File: src/rtl/rr_arbiter_4_pkg.sv
// Shared definitions for the 4-way round-robin request arbiter.
package rr_arbiter_4_pkg;
  localparam int N_REQ      = 4;
  localparam int IDX_W      = 2;
  localparam int DEF_DATA_W = 32;
  localparam int DEF_ADDR_W = 32;

  typedef enum logic [1:0] {
    IDLE  = 2'd0,
    ISSUE = 2'd1,
    WAIT  = 2'd2
  } state_t;

  // One-hot vector with only bit i set.
  function automatic logic [N_REQ-1:0] onehot(input logic [IDX_W-1:0] i);
    logic [N_REQ-1:0] r;
    r    = '0;
    r[i] = 1'b1;
    return r;
  endfunction
endpackage

File: src/rtl/rr_arbiter_4_pick.sv
// Winner search: first set request bit starting at ptr, wrapping mod 4.
module rr_pick_4
  import rr_arbiter_4_pkg::*;
(
  input  logic [N_REQ-1:0] req,
  input  logic [IDX_W-1:0] ptr,
  output logic [IDX_W-1:0] idx,
  output logic             any
);

  logic [IDX_W-1:0] cand;

  // Walk offsets from farthest to nearest so the nearest set bit wins last.
  always_comb begin
    idx  = ptr;
    cand = '0;
    any  = |req;
    for (int k = N_REQ - 1; k >= 0; k--) begin
      cand = ptr + IDX_W'(k);
      if (req[cand]) idx = cand;
    end
  end

endmodule

File: src/rtl/rr_arbiter_4.sv
// 4-requester arbiter in front of a single downstream request/response port.
// One transaction in flight: IDLE picks a winner, ISSUE hands its fields
// downstream, WAIT forwards the response and advances the round-robin pointer.
// Build option: define ARB_FIXED_PRIORITY_EN for lowest-index-wins priority
// (pointer held at 0).
module rr_arbiter_4
  import rr_arbiter_4_pkg::*;
#(
  parameter int DATA_W = DEF_DATA_W,
  parameter int ADDR_W = DEF_ADDR_W
) (
  input  logic                 clk,
  input  logic                 rst,
  input  logic [N_REQ-1:0]     req_valid,
  input  logic [ADDR_W-1:0]    req_addr_0,
  input  logic [ADDR_W-1:0]    req_addr_1,
  input  logic [ADDR_W-1:0]    req_addr_2,
  input  logic [ADDR_W-1:0]    req_addr_3,
  input  logic [DATA_W-1:0]    req_wdata_0,
  input  logic [DATA_W-1:0]    req_wdata_1,
  input  logic [DATA_W-1:0]    req_wdata_2,
  input  logic [DATA_W-1:0]    req_wdata_3,
  input  logic [N_REQ-1:0]     req_we,
  output logic [N_REQ-1:0]     req_ready,
  output logic [N_REQ-1:0]     resp_valid,
  output logic [DATA_W-1:0]    resp_data,
  output logic                 out_valid,
  input  logic                 out_ready,
  output logic [ADDR_W-1:0]    out_addr,
  output logic [DATA_W-1:0]    out_wdata,
  output logic                 out_we,
  input  logic                 in_resp_valid,
  input  logic [DATA_W-1:0]    in_resp_data,
  output logic [IDX_W-1:0]     grant_sel
);

  state_t                         state, state_nxt;
  logic [IDX_W-1:0]               ptr, ptr_nxt, grant_nxt;
  logic [IDX_W-1:0]               pick_ptr, pick_idx;
  logic                           pick_any;
  logic [N_REQ-1:0][ADDR_W-1:0]   addr_v;
  logic [N_REQ-1:0][DATA_W-1:0]   wdata_v;

  assign addr_v  = {req_addr_3, req_addr_2, req_addr_1, req_addr_0};
  assign wdata_v = {req_wdata_3, req_wdata_2, req_wdata_1, req_wdata_0};

`ifdef ARB_FIXED_PRIORITY_EN
  assign pick_ptr = '0;
`else
  assign pick_ptr = ptr;
`endif

  rr_pick_4 u_pick (
    .req (req_valid),
    .ptr (pick_ptr),
    .idx (pick_idx),
    .any (pick_any)
  );

  // State, pointer and grant registers; reset drops any in-flight transfer.
  always_ff @(posedge clk) begin
    if (rst) begin
      state     <= IDLE;
      ptr       <= '0;
      grant_sel <= '0;
    end else begin
      state     <= state_nxt;
      ptr       <= ptr_nxt;
      grant_sel <= grant_nxt;
    end
  end

  // Next state and all outputs; fields/responses are zero unless driven.
  always_comb begin
    state_nxt  = state;
    ptr_nxt    = ptr;
    grant_nxt  = grant_sel;
    out_valid  = 1'b0;
    out_addr   = '0;
    out_wdata  = '0;
    out_we     = 1'b0;
    req_ready  = '0;
    resp_valid = '0;
    resp_data  = '0;
    case (state)
      IDLE: begin
        if (pick_any) begin
          grant_nxt = pick_idx;
          state_nxt = ISSUE;
        end
      end
      ISSUE: begin
        // Fields come from the granted requester, not re-arbitrated, so a
        // dropped req_valid mid-ISSUE cannot abort the transfer.
        out_valid = 1'b1;
        out_addr  = addr_v[grant_sel];
        out_wdata = wdata_v[grant_sel];
        out_we    = req_we[grant_sel];
        if (out_ready) begin
          req_ready = onehot(grant_sel);
          state_nxt = WAIT;
        end
      end
      WAIT: begin
        // Reads and writes alike retire only on a downstream response.
        if (in_resp_valid) begin
          resp_valid = onehot(grant_sel);
          resp_data  = in_resp_data;
`ifdef ARB_FIXED_PRIORITY_EN
          ptr_nxt    = '0;
`else
          ptr_nxt    = grant_sel + 2'd1;
`endif
          state_nxt  = IDLE;
        end
      end
      default: state_nxt = IDLE;
    endcase
  end

endmodule
File: config.mk
export PLATFORM = sky130hd
export DESIGN_NAME = rr_arbiter_4
export DESIGN_NICKNAME = d
export VERILOG_FILES = /design/src/rtl/rr_arbiter_4_pkg.sv /design/src/rtl/rr_arbiter_4_pick.sv /design/src/rtl/rr_arbiter_4.sv
export SDC_FILE = /design/constraint.sdc
export NUM_CORES = 1
export LEC_CHECK = 0
export ABC_AREA = 0
export ABC_CLOCK_PERIOD_IN_PS = 1700
export BUFFER_PORTS_ARGS = -buffer_cell sky130_fd_sc_hd__buf_4
export CORE_AREA = 3 3 160 162
export CTS_BUF_LIST = sky130_fd_sc_hd__clkbuf_4
export DETAILED_ROUTE_END_ITERATION = 10
export DIE_AREA = 0 0 163 165
export HOLD_SLACK_MARGIN = 0.15
export PLACE_DENSITY = 0.44
export SLEW_MARGIN = 30
export SYNTH_ARGS = -nofsm -noshare
export SYNTH_HDL_FRONTEND = slang
export SYNTH_SLANG_ARGS = --single-unit
File: constraint.sdc
create_clock -name clk -period 1.7 [get_ports clk]
set_input_delay 0 -clock clk [delete_from_list [all_inputs] [get_ports clk]]
set_output_delay 0 -clock clk [all_outputs]
set_load 0.02 [all_outputs]
After elaboration in Yosys (flattened, before gate mapping)
Index checks and enable logic that the tools add are counted.
W data, S select, Z words.
{ "op_classes": {"order_cmp": 6, "mux": 34, "n_reduce_logical": 6, "n_eq_ne": 5, "add_sub_neg": 4} }
{ "op_table": {"columns": ["cell", "n"], "rows": [
  ["$mux W32", 6],
  ["$bmux W32 S2", 2],
  ["$mux W4", 4],
  ["$lt A2 B3 Y1 const B", 5],
  ["$mux W2", 7],
  ["$bmux W1 S2", 5],
  ["$mux W1", 8],
  ["$ne A2 B2 Y1 const B", 3],
  ["$pmux W2 S3", 1],
  ["$add A2 B1 Y2 const B", 2],
  ["$add A2 B2 Y2 const B", 2],
  ["$reduce_and A2 Y1", 2],
  ["$reduce_or A4 Y1", 1],
  ["$reduce_and A3 Y1", 1],
  ["$demux W1 S2", 1],
  ["$eq A2 B1 Y1 const B", 1],
  ["$eq A2 B2 Y1 const B", 1],
  ["$ge A2 B1 Y1 const B", 1],
  ["$logic_not A2 Y1", 1],
  ["$logic_and A1 B1 Y1", 1]
]} }
{ "word_totals": {"register_bits": 6, "word_cells": 58, "input_bits": 300} }

Longest topological paths before layout
{ "logic_depth": {"depth_word": 7, "mapped_depth": 6, "ltp_nobuf": 4} }

Hierarchy
A second synthesis with hierarchy kept.
{ "unflattened": {"hier_cells": 320, "area_unflattened_um2": 2921.6} }
{ "by_module_without_submodules": {"columns": ["mod", "area_each_um2", "seq_area_each_um2", "cells_each", "n_inst"], "rows": [
  ["rr_arbiter_4", 2821.5, 120.1, 304, 1],
  ["rr_pick_4", 100.1, 0.0, 16, 1]
]} }

Worst setup path after synthesis
No wires, ideal clock.
{ "synth_path": {"kind": "register -> register", "from": "register grant_sel[1]", "to": "register ptr[1] (netlist: pick_ptr[1])", "t_arrival_ps": 1498, "path_slack_ps": 87, "path_stages_with_launch": 7, "period_less_slack_ps": 1613, "path_cell_list": "dfxtp_1 buf_2 buf_2 inv_1 ha_1 mux2i_1 nor2_1"} }
{ "synth_via": {"elab_chain_cells": 1} }
{ "synth_rtl": {"columns": ["item", "line_no", "rtl"], "rows": [
  ["start, declared", "rr_arbiter_4.sv:34", "output logic [IDX_W-1:0] grant_sel"],
  ["start signal, assigned", "rr_arbiter_4.sv:69", "grant_sel <= grant_nxt;"],
  ["$add A2 B1 Y2", "rr_arbiter_4.sv:112", "ptr_nxt = grant_sel + 2'd1;"],
  ["end signal, assigned", "rr_arbiter_4.sv:68", "ptr <= ptr_nxt;"],
  ["end, declared", "rr_arbiter_4.sv:38", "logic [IDX_W-1:0] ptr, ptr_nxt, grant_nxt;"]
]} }
No other way between the ends.
A chain may end at the register's enable or synchronous reset.

Worst setup path after layout
{ "layout_path": {"from": "register grant_sel[0]", "to": "output port out_wdata[27]"} }
{ "layout_via": {"elab_chain_cells": 3} }
{ "layout_rtl": {"columns": ["item", "line_no", "rtl"], "rows": [
  ["$bmux W32 S2", "rr_arbiter_4.sv:97", "out_wdata = wdata_v[grant_sel];"],
  ["$mux W32 (not written as such)", "rr_arbiter_4.sv:97", null],
  ["$mux W32", "rr_arbiter_4.sv:85", "case (state)"],
  ["end, declared", "rr_arbiter_4.sv:30", "output logic [DATA_W-1:0] out_wdata,"]
]} }
No other way between the ends. The select of a mux whose other input is x is not followed.

==> results.md <==
* Outcome: finished with violations
* Failing checks: negative setup slack
* Via Count at 3783
* Post-route cell area at 0.00695 sq mm
* FMAX at 0.571 GHz
* Critical path arrival at 1.75 ns
* Sequential share of the synthesized area at 4.54%
* Max Root-Sink Buffers at 2
* Syn Nets at 543
* Max-slew violations at 0
* Async SR Flop Fraction at 0%
* Final Skew at 0.0105 ns
* Met2 WL post-DR at 10800 um
* Critical Path Start Type: flip-flop
* Met1 WL at 7660 um
* Final Util at 28.7%
* Max Used Layer: met4
* Core Rows at 57
* Gr ovfl total at 0
* DIE AREA at 0.0269 sq mm
* Core Region at 0.0242 sq mm
* Nets at 959
* Worst-skew pair later-pin latency at 0.26 ns
* Placed instance area at 0.00614 sq mm
* Syn-to-layout area delta at 163%
* Most common cell in the netlist: and2_1
* Syn. warnings at 0
* Post-detail-place hpwl at 17000 um
* DRT Pass-1 Iters at 4
* RSZ-0062 raised after global routing: yes
* Endpoints failing setup at 51
* Unique masters post-synth at 26
* Relative slew slack at 74.2%
* Initial antenna violation count at 0
* Total wire length at 19900 um
* DRC errors left at 0
* First-pass GRT wire length at 26800 um
* Total length of routed met3 wires at 1240 um
* Initial Util at 10.9%
* Post-synth top area share at 55.3%
* Gp weighted congestion at 0.790
* Via density at 3.87
* Final Hold Vio Count at 0
* Worst-path fanout max at 7
* Worst-margin pin slew at 0.386 ns
* Top post-synthesis cells by area: mux4_2 (55%), and2_1 (24%), dfxtp_1 (4.5%)
* Crit share post-route at 103%
* Clock Sinks at 6
* Syn Area/Cell at 11.1 sq um
* Total GRT Usage at 13.3%
* Worst slack at placement at 0.188 ns
* Die width at 163 um
* DRT iter0 DRCs at 112
* Top cells by count, synth: and2_1 (101), mux4_2 (65), clkbuf_1 (12)
* I/O Buffers at 407
* H-Tree Level Count at 1
* Pleak at 0.00325 uW
* N_diodes at 0
* Max IR drop VDD at 0.000259 V
* Reg2Reg Setup Slack at 0.18 ns
* Vias in the first global route at 4013
* Top_reg_cell synth: dfxtp_1
* Crit path time final at 1.75 ns
* Max Cap Viol at 0
* Height of the die at 165 um
* Worst Hold Class: in -> reg
* Cell Pwr Density at 346 mW/mm^2
* Mean routed wirelength per cell at 20.4 um
* I/O Pins at 408
* Number of synthesized flops with an enable pin at 0
* Crit path capture type: primary output
* Clock tree root buffer cell: clkbuf_4
* Gate count after technology mapping at 239
* Critical path required time at 1.70 ns
* PnR worst setup slack at -0.0524 ns
* CTS tree: built
* Layout cell share with drive strength beyond 1 at 87.8%
* Inserted Clock Buffers at 3
* Routed Antenna Nets at 0
* FF+latch count, synth at 6
* Crit path kind: reg -> out
* Worst-path clk slew at 0.07 ns
* Largest net degree at the start of global routing at 37
* Synthesized area at 0.00265 sq mm
* Area leader, netlist: mux4_2
state kept, by name, summed over array words and instances, names as in the netlist:
signal / count
state: 2
grant_sel: 2
pick_ptr: 2
what timing repair did:
item / 4_1_cts / 5_1_grt
gates cloned: 6 / 1
gates resized for setup: 109 / 48
buffers inserted: 8 / 2
pin swaps: 17 / 4
endpoints found under the setup margin: 62 / 71
hold buffers: 4 / 0
hold endpoints to repair: 6 / 0
metrics by stage:
step           hold slack [ns]  TNS, ns  total power, uW  cells
6_report                 0.180   -0.810             2400    978
5_1_grt                  0.245    -5.34             2550    978
4_1_cts                  0.191    -3.54             2350    976
3_5_place_dp             0.234        0             1870    955
3_3_place_gp             0.226        0             1860    955
2_1_floorplan           0.0691        0              922    239
placed cells by master (no fill, tap or decap), types with 3 or more instances in the layout:
cell type / n
buf_6: 69
mux4_2: 65
dfxtp_1: 4
buf_4: 346
and3_1: 4
and2_1: 36
nand2b_1: 5
buf_16: 7
clkbuf_4: 4
ha_1: 3
nor2_1: 6
dlygate4sd3_1: 4
and2_4: 66
buf_12: 8
power by group:
group          internal [uW]  switching (uW)
clock                    106            72.0
combinational           1320             739
sequential               147            16.8
worst paths after layout:
kind                      from  cells after the start       endpoint
hold reg to reg    pick_ptr[0]                      2    pick_ptr[0]
setup reg to reg      state[1]                      5   grant_sel[1]
hold / removal    req_valid[3]                      3   grant_sel[0]
setup / recovery  grant_sel[0]                      5  out_wdata[27]
critical path, cell delays in order, from the launching register on:
cell and delay (ns):
dfxtp_4 0.39, buf_8 0.14, buf_16 0.15, mux4_2 0.51, and2_4 0.18, buf_6 0.12
kinds of logic (layout without fill, tap and decap cells):
| logic type | Yosys count | count (layout) | share of synthesized area, % |
|---|---|---|---|
| AOI/OAI and AO/OA | 9 | 9 | 2.41 |
| adders and majority gates | 4 | 4 | 1.89 |
| buffers and inverters | 29 | 444 | 5.86 |
| DFF | 6 | 6 | 4.54 |
| muxes | 67 | 67 | 56.1 |
| and+or+nand+nor | 124 | 124 | 29.2 |
cell type report:
type / count / area (sq um)
Clock buffer: 4 / 30.0
Sequential cell: 6 / 128
Timing Repair Buffer: 437 / 3820
Inverter: 3 / 13.8
Fill cell: 2641 / 17300
Multi-Input combinational cell: 204 / 2550
Tap cell: 324 / 405
per-layer routing:
layer  GRT usage [%]  vias to the layer above
met5               0                        -
met4            1.58                        0
met3            2.43                       12
met2            25.1                      192
met1            16.0                     1831
li1                -                     1748
No activity file was read; power rests on OpenSTA's default activity.
